===== config.mk =====
export PLATFORM = sky130hd
export DESIGN_NAME = entulho_ctrl
export DESIGN_NICKNAME = d
export VERILOG_FILES = /design/src/rtl/entulho_pkg.sv /design/src/rtl/entulho_addr.sv /design/src/rtl/entulho_ctrl.sv
export SDC_FILE = /design/constraint.sdc
export NUM_CORES = 1
export LEC_CHECK = 0
export CAP_MARGIN = 5
export CELL_PAD_IN_SITES_DETAIL_PLACEMENT = 1
export CELL_PAD_IN_SITES_GLOBAL_PLACEMENT = 1
export CORE_MARGIN = 10
export CORE_UTILIZATION = 30
export CTS_BUF_LIST = sky130_fd_sc_hd__clkbuf_2 sky130_fd_sc_hd__clkbuf_4 sky130_fd_sc_hd__clkbuf_8
export DETAILED_ROUTE_END_ITERATION = 10
export PLACE_DENSITY = 0.73
export SLEW_MARGIN = 20
export SYNTH_ARGS = -nofsm -noshare
export SYNTH_HDL_FRONTEND = slang
export SYNTH_HIERARCHICAL = 1
export SYNTH_SLANG_ARGS = --single-unit

===== constraint.sdc =====
create_clock -name clock -period 3.5 [get_ports clock]
set_clock_uncertainty 0.1 [all_clocks]
set_input_delay 0.525 -clock clock [delete_from_list [all_inputs] [get_ports clock]]
set_output_delay 0.525 -clock clock [all_outputs]
set_load 0.1 [all_outputs]

===== src/rtl/entulho_pkg.sv =====
// Shared definitions for the debris (entulho) weight-memory sequencer.
//
// Contents:
//   - grid geometry and datapath widths
//   - FSM state encoding
//   - cell_addr(): (linha, coluna) -> linear memory address, 1-based coordinates
package entulho_pkg;

  localparam int unsigned LINHAS  = 10;  // grid rows, 1-based
  localparam int unsigned COLUNAS = 20;  // grid columns, 1-based
  localparam int unsigned PESO_W  = 2;   // weight width
  localparam int unsigned ADDR_W  = 8;   // memory address width
  localparam int unsigned TOTAL_W = 10;  // running total, up to 200*3 = 600
  localparam int unsigned COORD_W = 5;   // coordinate port width

  typedef enum logic [2:0] {
    StIdle,
    StRd,
    StWt,
    StWr,
    StFin
  } state_e;

  // 20*(linha-1) + (coluna-1), evaluated modulo 2^ADDR_W so that out-of-range
  // coordinates wrap instead of needing a wider datapath.
  function automatic logic [ADDR_W-1:0] cell_addr(input logic [COORD_W-1:0] linha,
                                                  input logic [COORD_W-1:0] coluna);
    logic [ADDR_W-1:0] lin0;
    logic [ADDR_W-1:0] col0;
    lin0 = ADDR_W'(linha) - ADDR_W'(1);
    col0 = ADDR_W'(coluna) - ADDR_W'(1);
    return lin0 * ADDR_W'(COLUNAS) + col0;
  endfunction

endpackage


===== src/rtl/entulho_addr.sv =====
// Coordinate-to-address mapping shared by the load and removal ports.
//
// Ports:
//   linha, coluna : 1-based cell coordinates
//   addr          : linear memory address (wraps modulo 2^ADDR_W)
//   in_range      : 1 when 1 <= linha <= LINHAS and 1 <= coluna <= COLUNAS
module entulho_addr
  import entulho_pkg::*;
(
  input  logic [COORD_W-1:0] linha,
  input  logic [COORD_W-1:0] coluna,
  output logic [ADDR_W-1:0]  addr,
  output logic               in_range
);

  always_comb begin
    addr     = cell_addr(linha, coluna);
    in_range = (linha != '0) && (linha <= COORD_W'(LINHAS)) &&
               (coluna != '0) && (coluna <= COORD_W'(COLUNAS));
  end

endmodule


===== src/rtl/entulho_ctrl.sv =====
// Sequencer for the external single-port debris weight memory (10x20 grid of 2-bit
// weights). Arbitrates a load port (map initialisation, fixed priority) against the
// robot's removal port; every accepted request runs a read-modify-write and keeps a
// running total of the debris left on the map.
//
// Ports:
//   clock, reset                    : rising-edge clock, async active-low reset
//   load_valid/linha/coluna/peso    : load request, held until load_done
//   load_done                       : one-cycle pulse when a load commits
//   rem_req/linha/coluna            : removal request, held until rem_ack
//   rem_ack, rem_peso               : removal done pulse and weight left at the cell
//   mem_addr/re/we/wdata, mem_rdata : memory port, read data one cycle after mem_re
//   busy                            : high in every state except idle
//   total_peso                      : sum of all weights written through this block
//   err                             : one-cycle pulse on a rejected request
//
// Build option: define ENTULHO_RANGE_CHECK_EN to reject out-of-grid coordinates
// (err pulse, then done/ack with no memory access). Without it the address wraps
// and err is tied to 0.
//
// Timing: accept in cycle N, mem_re in N+1, read data captured in N+2, mem_we in
// N+3, done/ack in N+4, idle again in N+5. All outputs come straight from flops.
module entulho_ctrl
  import entulho_pkg::*;
(
  input  logic               clock,
  input  logic               reset,
  input  logic               load_valid,
  input  logic [COORD_W-1:0] load_linha,
  input  logic [COORD_W-1:0] load_coluna,
  input  logic [PESO_W-1:0]  load_peso,
  output logic               load_done,
  input  logic               rem_req,
  input  logic [COORD_W-1:0] rem_linha,
  input  logic [COORD_W-1:0] rem_coluna,
  output logic               rem_ack,
  output logic [PESO_W-1:0]  rem_peso,
  output logic [ADDR_W-1:0]  mem_addr,
  output logic               mem_re,
  output logic               mem_we,
  output logic [PESO_W-1:0]  mem_wdata,
  input  logic [PESO_W-1:0]  mem_rdata,
  output logic               busy,
  output logic [TOTAL_W-1:0] total_peso,
  output logic               err
);

  state_e state_q, state_d;

  logic               op_is_load_q, op_is_load_d;
  logic               bad_q, bad_d;
  logic [PESO_W-1:0]  peso_q, peso_d;
  logic [PESO_W-1:0]  old_q, old_d;
  logic [TOTAL_W-1:0] total_q, total_d;
  logic [ADDR_W-1:0]  addr_q, addr_d;

  logic               mem_re_q, mem_re_d;
  logic               mem_we_q, mem_we_d;
  logic [PESO_W-1:0]  mem_wdata_q, mem_wdata_d;
  logic               load_done_q, load_done_d;
  logic               rem_ack_q, rem_ack_d;
  logic [PESO_W-1:0]  rem_peso_q, rem_peso_d;
  logic               busy_q, busy_d;

  logic               accept;
  logic [COORD_W-1:0] sel_linha, sel_coluna;
  logic [ADDR_W-1:0]  sel_addr;
  logic               in_range;
  logic               bad_req;
  logic [TOTAL_W:0]   load_sum;
  logic [TOTAL_W:0]   old_ext;

  assign accept = (state_q == StIdle) && (load_valid || rem_req);

  // Load wins when both ports request in the same idle cycle.
  assign sel_linha  = load_valid ? load_linha  : rem_linha;
  assign sel_coluna = load_valid ? load_coluna : rem_coluna;

  entulho_addr u_addr (
    .linha    (sel_linha),
    .coluna   (sel_coluna),
    .addr     (sel_addr),
    .in_range (in_range)
  );

`ifdef ENTULHO_RANGE_CHECK_EN
  assign bad_req = ~in_range;
`else
  assign bad_req = 1'b0;
  logic unused_in_range;
  assign unused_in_range = in_range;
`endif

  // ---------------------------------------------------------------------------
  // State register
  // ---------------------------------------------------------------------------
  always_ff @(posedge clock or negedge reset) begin
    if (!reset) begin
      state_q <= StIdle;
    end else begin
      state_q <= state_d;
    end
  end

  // ---------------------------------------------------------------------------
  // Next-state logic
  // ---------------------------------------------------------------------------
  always_comb begin
    state_d = state_q;
    unique case (state_q)
      StIdle:  if (load_valid || rem_req) state_d = StRd;
      // A rejected request skips the memory and goes straight to the done pulse.
      StRd:    state_d = bad_q ? StFin : StWt;
      StWt:    state_d = StWr;
      StWr:    state_d = StFin;
      StFin:   state_d = StIdle;
      default: state_d = StIdle;
    endcase
  end

  // ---------------------------------------------------------------------------
  // Operation context and running total
  // ---------------------------------------------------------------------------
  assign load_sum = {1'b0, total_q} + {{(TOTAL_W + 1 - PESO_W){1'b0}}, peso_q};
  assign old_ext  = {{(TOTAL_W + 1 - PESO_W){1'b0}}, old_q};

  always_comb begin
    op_is_load_d = accept ? load_valid : op_is_load_q;
    bad_d        = accept ? bad_req    : bad_q;
    peso_d       = accept ? load_peso  : peso_q;
    addr_d       = accept ? sel_addr   : addr_q;
    old_d        = (state_q == StWt) ? mem_rdata : old_q;

    total_d = total_q;
    if (state_q == StWr) begin
      if (op_is_load_q) begin
        // total - old + new, clamped at 0 when the memory held weight that was
        // loaded before the last reset.
        total_d = (load_sum < old_ext) ? '0 : TOTAL_W'(load_sum - old_ext);
      end else if ((old_q != '0) && (total_q != '0)) begin
        total_d = total_q - TOTAL_W'(1);
      end
    end
  end

  always_ff @(posedge clock or negedge reset) begin
    if (!reset) begin
      op_is_load_q <= 1'b0;
      bad_q        <= 1'b0;
      peso_q       <= '0;
      addr_q       <= '0;
      old_q        <= '0;
      total_q      <= '0;
    end else begin
      op_is_load_q <= op_is_load_d;
      bad_q        <= bad_d;
      peso_q       <= peso_d;
      addr_q       <= addr_d;
      old_q        <= old_d;
      total_q      <= total_d;
    end
  end

  // ---------------------------------------------------------------------------
  // Output logic: next values of the output flops, decoded from the next state
  // so every strobe lines up with the state it belongs to.
  // ---------------------------------------------------------------------------
  always_comb begin
    busy_d      = (state_d != StIdle);
    mem_re_d    = (state_d == StRd) && !bad_d;
    // Removal of an empty cell performs no write.
    mem_we_d    = (state_d == StWr) && (op_is_load_q || (old_d != '0));
    mem_wdata_d = '0;
    if (mem_we_d) begin
      mem_wdata_d = op_is_load_q ? peso_q : old_d - PESO_W'(1);
    end
    load_done_d = (state_d == StFin) && op_is_load_q;
    rem_ack_d   = (state_d == StFin) && !op_is_load_q;
    rem_peso_d  = '0;
    if (rem_ack_d && !bad_q && (old_q != '0)) begin
      rem_peso_d = old_q - PESO_W'(1);
    end
  end

  always_ff @(posedge clock or negedge reset) begin
    if (!reset) begin
      busy_q      <= 1'b0;
      mem_re_q    <= 1'b0;
      mem_we_q    <= 1'b0;
      mem_wdata_q <= '0;
      load_done_q <= 1'b0;
      rem_ack_q   <= 1'b0;
      rem_peso_q  <= '0;
    end else begin
      busy_q      <= busy_d;
      mem_re_q    <= mem_re_d;
      mem_we_q    <= mem_we_d;
      mem_wdata_q <= mem_wdata_d;
      load_done_q <= load_done_d;
      rem_ack_q   <= rem_ack_d;
      rem_peso_q  <= rem_peso_d;
    end
  end

`ifdef ENTULHO_RANGE_CHECK_EN
  logic err_q, err_d;

  // err fires in the cycle a rejected request would otherwise have read memory.
  assign err_d = (state_d == StRd) && bad_d;

  always_ff @(posedge clock or negedge reset) begin
    if (!reset) begin
      err_q <= 1'b0;
    end else begin
      err_q <= err_d;
    end
  end

  assign err = err_q;
`else
  assign err = 1'b0;
`endif

  assign busy       = busy_q;
  assign mem_addr   = addr_q;
  assign mem_re     = mem_re_q;
  assign mem_we     = mem_we_q;
  assign mem_wdata  = mem_wdata_q;
  assign load_done  = load_done_q;
  assign rem_ack    = rem_ack_q;
  assign rem_peso   = rem_peso_q;
  assign total_peso = total_q;

endmodule


==> results_dict.tcl <==
set metrics [dict create \
    cts_buffers 5 \
    hp-class "in -> async" \
    max_freq_mhz 290 \
    root_buffer "clkbuf_8" \
    ys_warn_count 6 \
    core_um2 9150 \
    cp_data_required_time_ns 3.58 \
    slew_viol_final 0 \
    antenna_cells 0 \
    area.growth.synth_to_final_pct 33.4 \
    synth_nets 340 \
    grt_usage_pct 12.3 \
    timing.max_cap.violations 0 \
    first_pass_iters 4 \
    grt_max_degree 37 \
    final_util_pct 40.8 \
    drt_first_iter_violations 90 \
    status "finished clean" \
    routabilityCongestion 0.827 \
    worstReg2RegStart "total_peso[0]" \
    worstPathMaxFanout 3 \
    reg2reg_to "total_peso[3]" \
    critPathKind "in -> reg" \
    cts_sinks 36 \
    clockBufferDepth 2 \
    crit_start "rem_linha[2]" \
    routed_wl_mm 8.24 \
    netlist_area_um2 2800 \
    tritoncts "built" \
    slew_headroom_pct 33.4 \
    finalSetupViolCount 0 \
    place_hpwl_mm 6.50 \
    drive_gt1_share_pct 27.3 \
    cts.htree.levels 2 \
    die_w_um 117 \
    viasPerCell 5.05 \
    grt_overflow 0 \
    wl_per_cell_um 17.4 \
    worst_setup_path_start_kind "input port" \
    die-area_um2 13600 \
    num_vias 2389 \
    ff2ff_path_depth 10 \
    crit_path_end_kind "flip-flop" \
    netlist_instances 289 \
    placedCellCount 463 \
    reg2reg_slack_ns 0.24 \
    final_cells 473 \
    ant_nets 0 \
    nets 412 \
    timing.final.crit_share_pct 98.5 \
    initial_core_util_pct 30.6 \
    drc 0 \
    grt_pass1_vias 2642 \
    grt_setup_unrepaired "true" \
    die_h_um 117 \
    fin_tns_setup_ns 0 \
    clk_pin_slew_worst_paths_ns 0.09 \
    hold_buffers 0 \
    tightest_slew_ns 0.995 \
    antenna_found_initial 0 \
    min_period_ns 3.45 \
    finalHoldViolCount 0 \
    io_pins 56 \
    numPortBuffers 54 \
    fp-row-count 35 \
    crit_end "mem_addr[7]" \
    grt_pass1_wl_mm 13.5 \
    arrival_ns 3.52 \
    syn_avg_cell_area_um2 9.68 \
    clk_latency_ns 0.30 \
]
[through the flow]
stage / worst slack, ns / hold WS [ns] / cell area [um^2]
global route: -0.0731 / 0.294 / 3730
global placement: -0.628 / 0.334 / 3600
floorplan: -0.0713 / 0.129 / 2890
detailed placement: -0.776 / 0.335 / 3600
finish: 0.0540 / 0.212 / 3730
CTS: -0.0197 / 0.250 / 3740
[repair_timing]
| item | 4_1_cts | 5_1_grt |
|---|---|---|
| setup endpoints to repair | 2 | 1 |
| gates resized for setup | 22 | 13 |
| pin swaps | 11 | 9 |
| setup buffers | 2 | 1 |
[worst min path at each step]
stage / from / endpoint / slack [ns] / depth (start not counted)
3_5_place_dp: state_q[2] / state_q[1] / 0.34 / 1
2_1_floorplan: reset / bad_q / 0.13 / 0
4_1_cts: reset / total_peso[5] / 0.25 / 1
3_3_place_gp: state_q[2] / state_q[1] / 0.33 / 1
5_1_grt: reset / total_peso[5] / 0.29 / 1
6_report: reset / total_peso[5] / 0.21 / 1
[flip-flops by register name, indices dropped and copies added, names as in the netlist, 2 cells and up]
| register | cells |
|---|---|
| mem_wdata | 2 |
| mem_addr | 8 |
| old_q | 2 |
| rem_peso | 2 |
| total_peso | 10 |
| peso_q | 2 |
| state_q | 3 |
[critical path, stage by stage]
cell and delay, ns:
dlygate4sd2_1 0.24, mux2_4 0.29, nor3_4 0.16, xor2_1 0.10, ha_1 0.30, ha_2 0.17, inv_2 0.04, fa_1 0.55
inv_2 0.05, ha_4 0.22, a21oi_2 0.14, nand2_1 0.08, a41oi_2 0.16, xnor3_1 0.23, mux2_4 0.26
[cell usage in the layout, fill, tap and decap left out, drive strengths merged, types with 5 or more instances in the layout]
cell type and instances:
mux2i 5, xor2 7, clkdlybuf4s50 35, a211o 5, nor2 17, ha 19, nor3 8, clkbuf 9
xnor2 10, nand3 8, dfrtp 36, nor2b 5, nor4 7, or3 7, a21o 7, inv 28
o21ai 9, mux2 22, nand2 15, buf 35, a21oi 15
[layout make-up]
cell class	count	area, um^2
Inverter	29	114
Fill cell	1060	5420
Clock inverter	3	23.8
Sequential cell	36	902
Clock buffer	5	68.8
Multi-Input combinational cell	211	1800
Tap cell	111	139
Timing Repair Buffer	78	689
[routing by layer]
layer / GRT usage, % / up-vias / routed length (um)
met2: 24.1 / 40 / 4480
met4: 2.97 / 0 / 74
li1: - / 1163 / -
met5: 0 / - / 0
met3: 1.90 / 6 / 295
met1: 13.3 / 1180 / 3390
Power is not shown: default switching activity piles up to over one toggle a cycle in this logic, so the estimate is an artifact.
